===== src/rtl/ar_fifo_pkg.sv =====
// Shared definitions for the ar_* FIFO family: count-width helper,
// flag reset values and default almost-full/almost-empty thresholds.
package ar_fifo_pkg;

    // Default thresholds: AFULL at depth - DEF_AFULL_MARGIN, AEMPTY at DEF_AEMPTY_LVL
    localparam int unsigned DEF_AFULL_MARGIN = 2;
    localparam int unsigned DEF_AEMPTY_LVL   = 2;

    // Flag values held while in reset / clear
    localparam logic FULL_N_RST  = 1'b1;
    localparam logic EMPTY_N_RST = 1'b0;
    localparam logic STICKY_RST  = 1'b0;

    // Bits needed to hold an occupancy of 0..depth inclusive
    function automatic int unsigned clog2p1(input int unsigned depth);
        return $clog2(depth + 1);
    endfunction

endpackage


===== src/rtl/ar_srl_fifo_lvl_if.sv =====
// Handshake/data bundle for ar_srl_fifo_lvl. The master drives requests and
// write data; the slave (the FIFO) returns head data, flags and occupancy.
interface ar_srl_fifo_lvl_if
    import ar_fifo_pkg::*;
#(
    parameter int unsigned width   = 32,
    parameter int unsigned l2depth = 4
);
    logic                                 CLR;
    logic                                 ENQ;
    logic                                 DEQ;
    logic [width-1:0]                     D_IN;
    logic [width-1:0]                     D_OUT;
    logic                                 FULL_N;
    logic                                 EMPTY_N;
    logic                                 AFULL;
    logic                                 AEMPTY;
    logic [clog2p1(2**l2depth)-1:0]       COUNT;
    logic                                 OVF;
    logic                                 UNF;

    modport master (
        output CLR, ENQ, DEQ, D_IN,
        input  D_OUT, FULL_N, EMPTY_N, AFULL, AEMPTY, COUNT, OVF, UNF
    );

    modport slave (
        input  CLR, ENQ, DEQ, D_IN,
        output D_OUT, FULL_N, EMPTY_N, AFULL, AEMPTY, COUNT, OVF, UNF
    );
endinterface


===== src/rtl/ar_srl_shift.sv =====
// Reset-free shift array with an addressed read port; written so the storage
// maps onto SRL primitives. New words enter at index 0.
module ar_srl_shift
    import ar_fifo_pkg::*;
#(
    parameter int unsigned width = 32,
    parameter int unsigned depth = 16
) (
    input  logic                     i_clk,
    input  logic                     i_en,
    input  logic [width-1:0]         i_d,
    input  logic [$clog2(depth)-1:0] i_addr,
    output logic [width-1:0]         o_q
);
    logic [width-1:0] r_dat [depth];

    // Shift in a new word; no reset so the array stays SRL-inferable
    always_ff @(posedge i_clk) begin
        if (i_en) begin
            r_dat[0] <= i_d;
            for (int unsigned i = 1; i < depth; i++) begin
                r_dat[i] <= r_dat[i-1];
            end
        end
    end

    assign o_q = r_dat[i_addr];
endmodule


===== src/rtl/ar_srl_fifo_lvl.sv =====
// SRL-based synchronous FIFO with occupancy count, almost-full/almost-empty
// flags and sticky overflow/underflow flags.
// Build option ARSRL_FIFO_OREG_EN: adds an output register (obuf/ov) in front
// of D_OUT/EMPTY_N; capacity becomes depth+1 and COUNT excludes obuf.
module ar_srl_fifo_lvl
    import ar_fifo_pkg::*;
#(
    parameter int unsigned width      = 32,
    parameter int unsigned l2depth    = 4,
    parameter int unsigned afull_lvl  = (2**l2depth) - DEF_AFULL_MARGIN,
    parameter int unsigned aempty_lvl = DEF_AEMPTY_LVL
) (
    input  logic               CLK,
    input  logic               RST_N,
    ar_srl_fifo_lvl_if.slave   fifo
);
    localparam int unsigned DEPTH = 2**l2depth;
    localparam int unsigned CW    = clog2p1(DEPTH);

    logic [CW-1:0]      r_count;
    logic               r_ovf;
    logic               r_unf;
    logic               w_full_n;
    logic               w_srl_nempty;
    logic               w_empty_n;
    logic               w_enq_ok;
    logic               w_deq_ok;
    logic               w_pop;
    logic [width-1:0]   w_head;
    logic [l2depth-1:0] w_rd_addr;

    assign w_full_n     = (r_count != CW'(DEPTH));
    assign w_srl_nempty = (r_count != '0);
    assign w_rd_addr    = l2depth'(r_count - 1'b1);
    assign w_enq_ok     = fifo.ENQ & w_full_n & ~fifo.CLR;

    ar_srl_shift #(
        .width (width),
        .depth (DEPTH)
    ) u_shift (
        .i_clk  (CLK),
        .i_en   (w_enq_ok),
        .i_d    (fifo.D_IN),
        .i_addr (w_rd_addr),
        .o_q    (w_head)
    );

`ifdef ARSRL_FIFO_OREG_EN
    logic               r_ov;
    logic [width-1:0]   r_obuf;

    // The SRL is popped by refilling obuf, not by the consumer directly
    assign w_empty_n = r_ov;
    assign w_deq_ok  = fifo.DEQ & r_ov & ~fifo.CLR;
    assign w_pop     = (~r_ov | w_deq_ok) & w_srl_nempty & ~fifo.CLR;

    // Output-register valid bit
    always_ff @(posedge CLK or negedge RST_N) begin
        if (!RST_N)        r_ov <= EMPTY_N_RST;
        else if (fifo.CLR) r_ov <= EMPTY_N_RST;
        else if (w_pop)    r_ov <= 1'b1;
        else if (w_deq_ok) r_ov <= 1'b0;
    end

    // Output-register data; no reset, only meaningful while r_ov is set
    always_ff @(posedge CLK) begin
        if (w_pop) r_obuf <= w_head;
    end

    assign fifo.D_OUT = r_obuf;
`else
    assign w_empty_n  = w_srl_nempty;
    assign w_deq_ok   = fifo.DEQ & w_srl_nempty & ~fifo.CLR;
    assign w_pop      = w_deq_ok;
    assign fifo.D_OUT = w_head;
`endif

    // Occupancy: +1 on push only, -1 on pop only, otherwise hold
    always_ff @(posedge CLK or negedge RST_N) begin
        if (!RST_N) begin
            r_count <= '0;
        end else if (fifo.CLR) begin
            r_count <= '0;
        end else begin
            case ({w_enq_ok, w_pop})
                2'b10:   r_count <= r_count + 1'b1;
                2'b01:   r_count <= r_count - 1'b1;
                default: r_count <= r_count;
            endcase
        end
    end

    // Sticky error flags for refused requests
    always_ff @(posedge CLK or negedge RST_N) begin
        if (!RST_N) begin
            r_ovf <= STICKY_RST;
            r_unf <= STICKY_RST;
        end else if (fifo.CLR) begin
            r_ovf <= STICKY_RST;
            r_unf <= STICKY_RST;
        end else begin
            if (fifo.ENQ & ~w_full_n)  r_ovf <= 1'b1;
            if (fifo.DEQ & ~w_empty_n) r_unf <= 1'b1;
        end
    end

    assign fifo.FULL_N  = w_full_n;
    assign fifo.EMPTY_N = w_empty_n;
    assign fifo.AFULL   = (32'(r_count) >= afull_lvl);
    assign fifo.AEMPTY  = (32'(r_count) <= aempty_lvl);
    assign fifo.COUNT   = r_count;
    assign fifo.OVF     = r_ovf;
    assign fifo.UNF     = r_unf;
endmodule


===== src/flat_wrapper.sv =====
// flat-port wrapper written by rule: the top's interface ports become plain ports
module ar_srl_fifo_lvl_flat import ar_fifo_pkg::*;
#(
    parameter int unsigned width      = 32,
    parameter int unsigned l2depth    = 4,
    parameter int unsigned afull_lvl  = (2**l2depth) - DEF_AFULL_MARGIN,
    parameter int unsigned aempty_lvl = DEF_AEMPTY_LVL
)
  (CLK, RST_N, fifo_CLR, fifo_ENQ, fifo_DEQ, fifo_D_IN, fifo_D_OUT, fifo_FULL_N, fifo_EMPTY_N, fifo_AFULL, fifo_AEMPTY, fifo_COUNT, fifo_OVF, fifo_UNF);
  ar_srl_fifo_lvl_if #(.width(width), .l2depth(l2depth)) fifo_i ();
  input  logic CLK;
  input  logic RST_N;
  input wire logic [$bits(fifo_i.CLR)-1:0] fifo_CLR;
  input wire logic [$bits(fifo_i.ENQ)-1:0] fifo_ENQ;
  input wire logic [$bits(fifo_i.DEQ)-1:0] fifo_DEQ;
  input wire logic [$bits(fifo_i.D_IN)-1:0] fifo_D_IN;
  output wire logic [$bits(fifo_i.D_OUT)-1:0] fifo_D_OUT;
  output wire logic [$bits(fifo_i.FULL_N)-1:0] fifo_FULL_N;
  output wire logic [$bits(fifo_i.EMPTY_N)-1:0] fifo_EMPTY_N;
  output wire logic [$bits(fifo_i.AFULL)-1:0] fifo_AFULL;
  output wire logic [$bits(fifo_i.AEMPTY)-1:0] fifo_AEMPTY;
  output wire logic [$bits(fifo_i.COUNT)-1:0] fifo_COUNT;
  output wire logic [$bits(fifo_i.OVF)-1:0] fifo_OVF;
  output wire logic [$bits(fifo_i.UNF)-1:0] fifo_UNF;
  assign fifo_i.CLR = fifo_CLR;
  assign fifo_i.ENQ = fifo_ENQ;
  assign fifo_i.DEQ = fifo_DEQ;
  assign fifo_i.D_IN = fifo_D_IN;
  assign fifo_D_OUT = fifo_i.D_OUT;
  assign fifo_FULL_N = fifo_i.FULL_N;
  assign fifo_EMPTY_N = fifo_i.EMPTY_N;
  assign fifo_AFULL = fifo_i.AFULL;
  assign fifo_AEMPTY = fifo_i.AEMPTY;
  assign fifo_COUNT = fifo_i.COUNT;
  assign fifo_OVF = fifo_i.OVF;
  assign fifo_UNF = fifo_i.UNF;
  ar_srl_fifo_lvl #(.width(width), .l2depth(l2depth), .afull_lvl(afull_lvl), .aempty_lvl(aempty_lvl)) u_core (.CLK(CLK), .RST_N(RST_N), .fifo(fifo_i));
endmodule

===== config.mk =====
export PLATFORM = sky130hd
export DESIGN_NAME = ar_srl_fifo_lvl_flat
export DESIGN_NICKNAME = d
export VERILOG_FILES = /design/src/rtl/ar_fifo_pkg.sv /design/src/rtl/ar_srl_fifo_lvl_if.sv /design/src/rtl/ar_srl_shift.sv /design/src/rtl/ar_srl_fifo_lvl.sv /design/src/flat_wrapper.sv
export SDC_FILE = /design/constraint.sdc
export NUM_CORES = 1
export LEC_CHECK = 0
export ABC_AREA = 1
export CAP_MARGIN = 40
export CORE_ASPECT_RATIO = 1.4
export CORE_MARGIN = 2
export CORE_UTILIZATION = 30
export CTS_CLUSTER_SIZE = 8
export DETAILED_ROUTE_END_ITERATION = 10
export PLACE_DENSITY_LB_ADDON = 0.05
export SYNTH_ARGS = -nofsm -noshare
export SYNTH_HDL_FRONTEND = slang
export SYNTH_SLANG_ARGS = --single-unit

===== constraint.sdc =====
create_clock -name CLK -period 34.2 [get_ports CLK]
set_input_delay 5.13 -clock CLK [delete_from_list [all_inputs] [get_ports CLK]]
set_output_delay 5.13 -clock CLK [all_outputs]
set_load 0.05 [all_outputs]

==> qor_table.md <==
| Group | Item | Reported |
| --- | --- | --- |
| power and ir drop | Power Density | 90.55 nW/um2 |
| die | Number of top-level design ports | 80 |
| drt | Count of TritonRoute iterations in the first routing pass | 4 |
| placement | Port buffer count | 79 |
| clock tree | Cell at the root of the clock tree | clkbuf_16 |
| clock tree | Total of cells resized after clock tree synthesis | 0 |
| job | Max-cap viol count | 0 |
| logic synthesis | Proportion of register bits with asynchronous set or reset after synthesis | 1.349% |
| timing | Worst slew margin relative to its limit | 13.36% |
| clock tree | Worst-case clock buffer depth | 3 |
| global routing | Gr ovfl total | 0 |
| cells and area | Area growth, synth to finish | 18.26% |
| placement | Final GP Congestion | 0.6938 |
| logic synthesis | Post-synthesis net count | 1608 |
| logic synthesis | Count of cell types in the netlist | 26 |
| cells and area | Fraction of final layout cells sized beyond drive strength 1 | 6.944% |
| setup path | Setup crit end kind | output port |
| logic synthesis | Top FF cell, synth | edfxtp_1 |
| logic synthesis | Number of standard cells after synthesis | 1567 |
| power and ir drop | Leakage power summed over all cells | 8.220 nW |
| drt | Iteration-0 DRC Markers | 992 |
| power and ir drop | Power consumption | 2.222 mW |
| die | Die Width | 226.3 um |
| timing | Final clock period utilization by the worst path | 30.84% |
| timing | Setup repair after global routing missed its margin | false |
| global routing | Vias in the first global route | 12437 |
| timing | Slew at the pin with the worst max-slew slack | 1.300 ns |
| logic synthesis | Flop and latch count out of synthesis | 519 |
| logic synthesis | Count leader, synth | edfxtp_1 |
| die | Effective utilization at floorplan | 30.18% |
| placement | HPWL after DPL | 26290 um |
| timing | Post-layout minimum cycle time | 10.55 ns |
| cells and area | Fin util | 35.69% |
| cells and area | Nets | 1681 |
| setup path | Max FO, Critical Path | 66 |
| logic synthesis | Count of flip-flops with a built-in enable after synthesis | 512 |
| placement | Pre-CTS setup slack | 24.13 ns |
| outcome | Result of the run | complete, no violations |
| die | Vertical die dimension | 315.2 um |
| global routing | Wire length of the first global-routing pass | 77400 um |
| clock tree | Number of CTS-inserted buffers | 74 |
| clock tree | H-Tree Level Count | 3 |
| timing | Post-route clock skew | 0.01821 ns |
| clock tree | Setup Fix Bufs, Post-CTS | 0 |
| clock tree | Sink count of the clock tree | 519 |
| hold path | Min-delay worst type | register to register |
| drt | Vias post-DR | 12361 |
| logic synthesis | Cell accounting for the most synthesized area | edfxtp_1 |
| cells and area | Antenna diode instance count | 0 |
| logic synthesis | Yosys warning count | 0 |
| logic synthesis | Seq/Total Area, Yosys | 74.94% |
| drt | Number of nets with antenna violations after routing | 0 |
| setup path | Arrival time at the worst endpoint | 5.42 ns |
| timing | # setup viols final | 0 |
| timing | Max-slew violation total from the final report | 0 |
| drt | Routed len/inst | 19.40 um |
| logic synthesis | Commonest cells post-synth | edfxtp_1 (512), o21ai_0 (226), nor2_1 (214) |
| setup path | Critical path data required time | 29.07 ns |
| logic synthesis | Largest cells by area after synthesis | edfxtp_1 (74%), o211ai_1 (5.8%), o21ai_0 (5.5%) |
| die | Core region area | 68750 um2 |
| power and ir drop | Maximum ir drop on the vdd rail | 68.30 uV |
| clock tree | Clock transition time at the flip-flop clock pins of the worst setup and hold paths | 0.05 ns |
| timing | Maximum operating frequency | 0.09480 GHz |
| logic synthesis | Share of the synthesized area in the top cell type | 74.09% |
| die | DIE AREA | 71320 um2 |
| logic synthesis | Synthesized area per cell | 13.24 um2 |
| die | Number of cell rows | 114 |
| drt | DRC violation count after routing | 0 |
| timing | Setup tns final | 0 ns |
| clock tree | Later-pin clock latency in the skew report | 0.59 ns |
| logic synthesis | Cell Area, Synth | 20750 um2 |
| clock tree | TritonCTS clock tree | done |
| clock tree | Number of buffers inserted by hold repair at cts | 0 |
| timing | Final number of hold-violating endpoints | 0 |
| timing | Final critical-path setup slack | 23.65 ns |
| global routing | Maximum number of pins on one net before global-route repair | 191 |
| drt | Final wirelength | 50130 um |
| global routing | Combined global-route utilization of all metal layers | 14.17% |
| drt | Via density per instance | 4.784 |
| setup path | Setup crit start kind | register |
| setup path | Crit Path Class | register to output port |
| global routing | Initial antenna violation count | 0 |
cell type report:
class                   count  area [um2]
clock buffers              90        1976
clock inverters             2       17.52
fillers                  6746       44210
inverters                 101       384.1
multi-input cells         841        4339
flip-flops and latches    519       15550
well taps                 928        1161
repair buffers            103        1109
state kept, by name, summed over array words and instances (netlist names):
| name | count |
|---|---|
| u_core.fifo.COUNT | 5 |
| u_core.fifo.OVF | 1 |
| u_core.fifo.UNF | 1 |
| u_core.u_shift.r_dat | 512 |
cells by family (layout without fill, tap and decap cells):
family	count (synthesis)	in the layout	share of synthesized area, %
buf+inv	207	296	4.323
simple gates	386	386	7.513
compound gates	446	446	12.74
fa+ha+maj	4	4	0.2412
xor+xnor	5	5	0.2472
flops	519	519	74.94
path summary, 6_finish.rpt:
kind	startpoint	end	slack, ns	cells past startpoint
worst max-delay path	u_core.fifo.COUNT[0]$_DFFE_PN0P_	fifo_D_OUT[31]	23.65	10
worst min-delay path	u_core.u_shift.r_dat[1][2]$_DFFE_PP_	u_core.u_shift.r_dat[2][2]$_DFFE_PP_	0.43	0
worst max register to register	u_core.fifo.COUNT[0]$_DFFE_PN0P_	u_core.u_shift.r_dat[13][20]$_DFFE_PP_	29.27	9
worst min register to register	u_core.u_shift.r_dat[1][2]$_DFFE_PP_	u_core.u_shift.r_dat[2][2]$_DFFE_PP_	0.43	0
max in group asynchronous	RST_N	u_core.fifo.COUNT[0]$_DFFE_PN0P_	29.06	1
min in group asynchronous	RST_N	u_core.fifo.COUNT[1]$_DFFE_PN0P_	4.82	1
where the power goes:
group | total [mW] | internal (mW) | leakage, nW | switching (mW)
combinational | 0.806 | 0.244 | 2.35 | 0.562
sequential | 0.756 | 0.736 | 4.90 | 0.0205
clock | 0.660 | 0.399 | 0.973 | 0.261
layer usage:
metal | vias to the layer above | wire length, um | share of wire (%) | global-route usage (%)
li1 | 5879 | - | - | -
met1 | 6195 | 23800 | 47 | 19.56
met2 | 218 | 23220 | 46 | 22.09
met3 | 69 | 2081 | 4.2 | 3.057
met4 | 0 | 1031 | 2.1 | 4.815
met5 | - | 0 | 0 | 0
critical path, cell delays in order (launching register included):
cell and delay (ns):
dfrtp_4 0.85, inv_6 0.38, ha_4 0.58, buf_4 0.69, buf_4 0.52, buf_12 0.29, o21ai_0 0.13, o211ai_1 0.21
nand3_1 0.14, nand2_1 0.14, clkdlybuf4s50_1 0.82
per-stage QoR:
stage	area (um2)	hold WS, ns	instances
2_1_floorplan	20750	0.4207	1567
3_3_place_gp	22390	0.4246	2486
3_5_place_dp	22550	0.4280	2492
4_1_cts	24540	0.4348	2584
5_1_grt	24540	0.4421	2584
6_report	24540	0.4309	2584
cells in the final DEF, fill, tap and decap left out:
master           instances
nor2_1                 214
inv_1                   97
o21ai_1                  1
a21oi_2                  1
inv_2                    2
nand2_2                  1
dfrtp_4                  1
clkbuf_1                13
xor2_1                   4
nand3_2                  2
a21oi_4                  1
clkbuf_16               77
edfxtp_1               512
clkdlybuf4s50_1         79
o21a_1                   1
inv_6                    3
xnor2_4                  1
nand3_1                 70
buf_4                   16
dfrtp_1                  6
o21ai_0                226
ha_1                     3
o211a_1                  1
buf_12                   3
buf_16                   5
nand2_1                 98
ha_4                     1
a21oi_1                 55
clkinv_1                 1
o211ai_1               160
nor2_4                   1
Note: power is estimated with default switching activity, not from simulation.
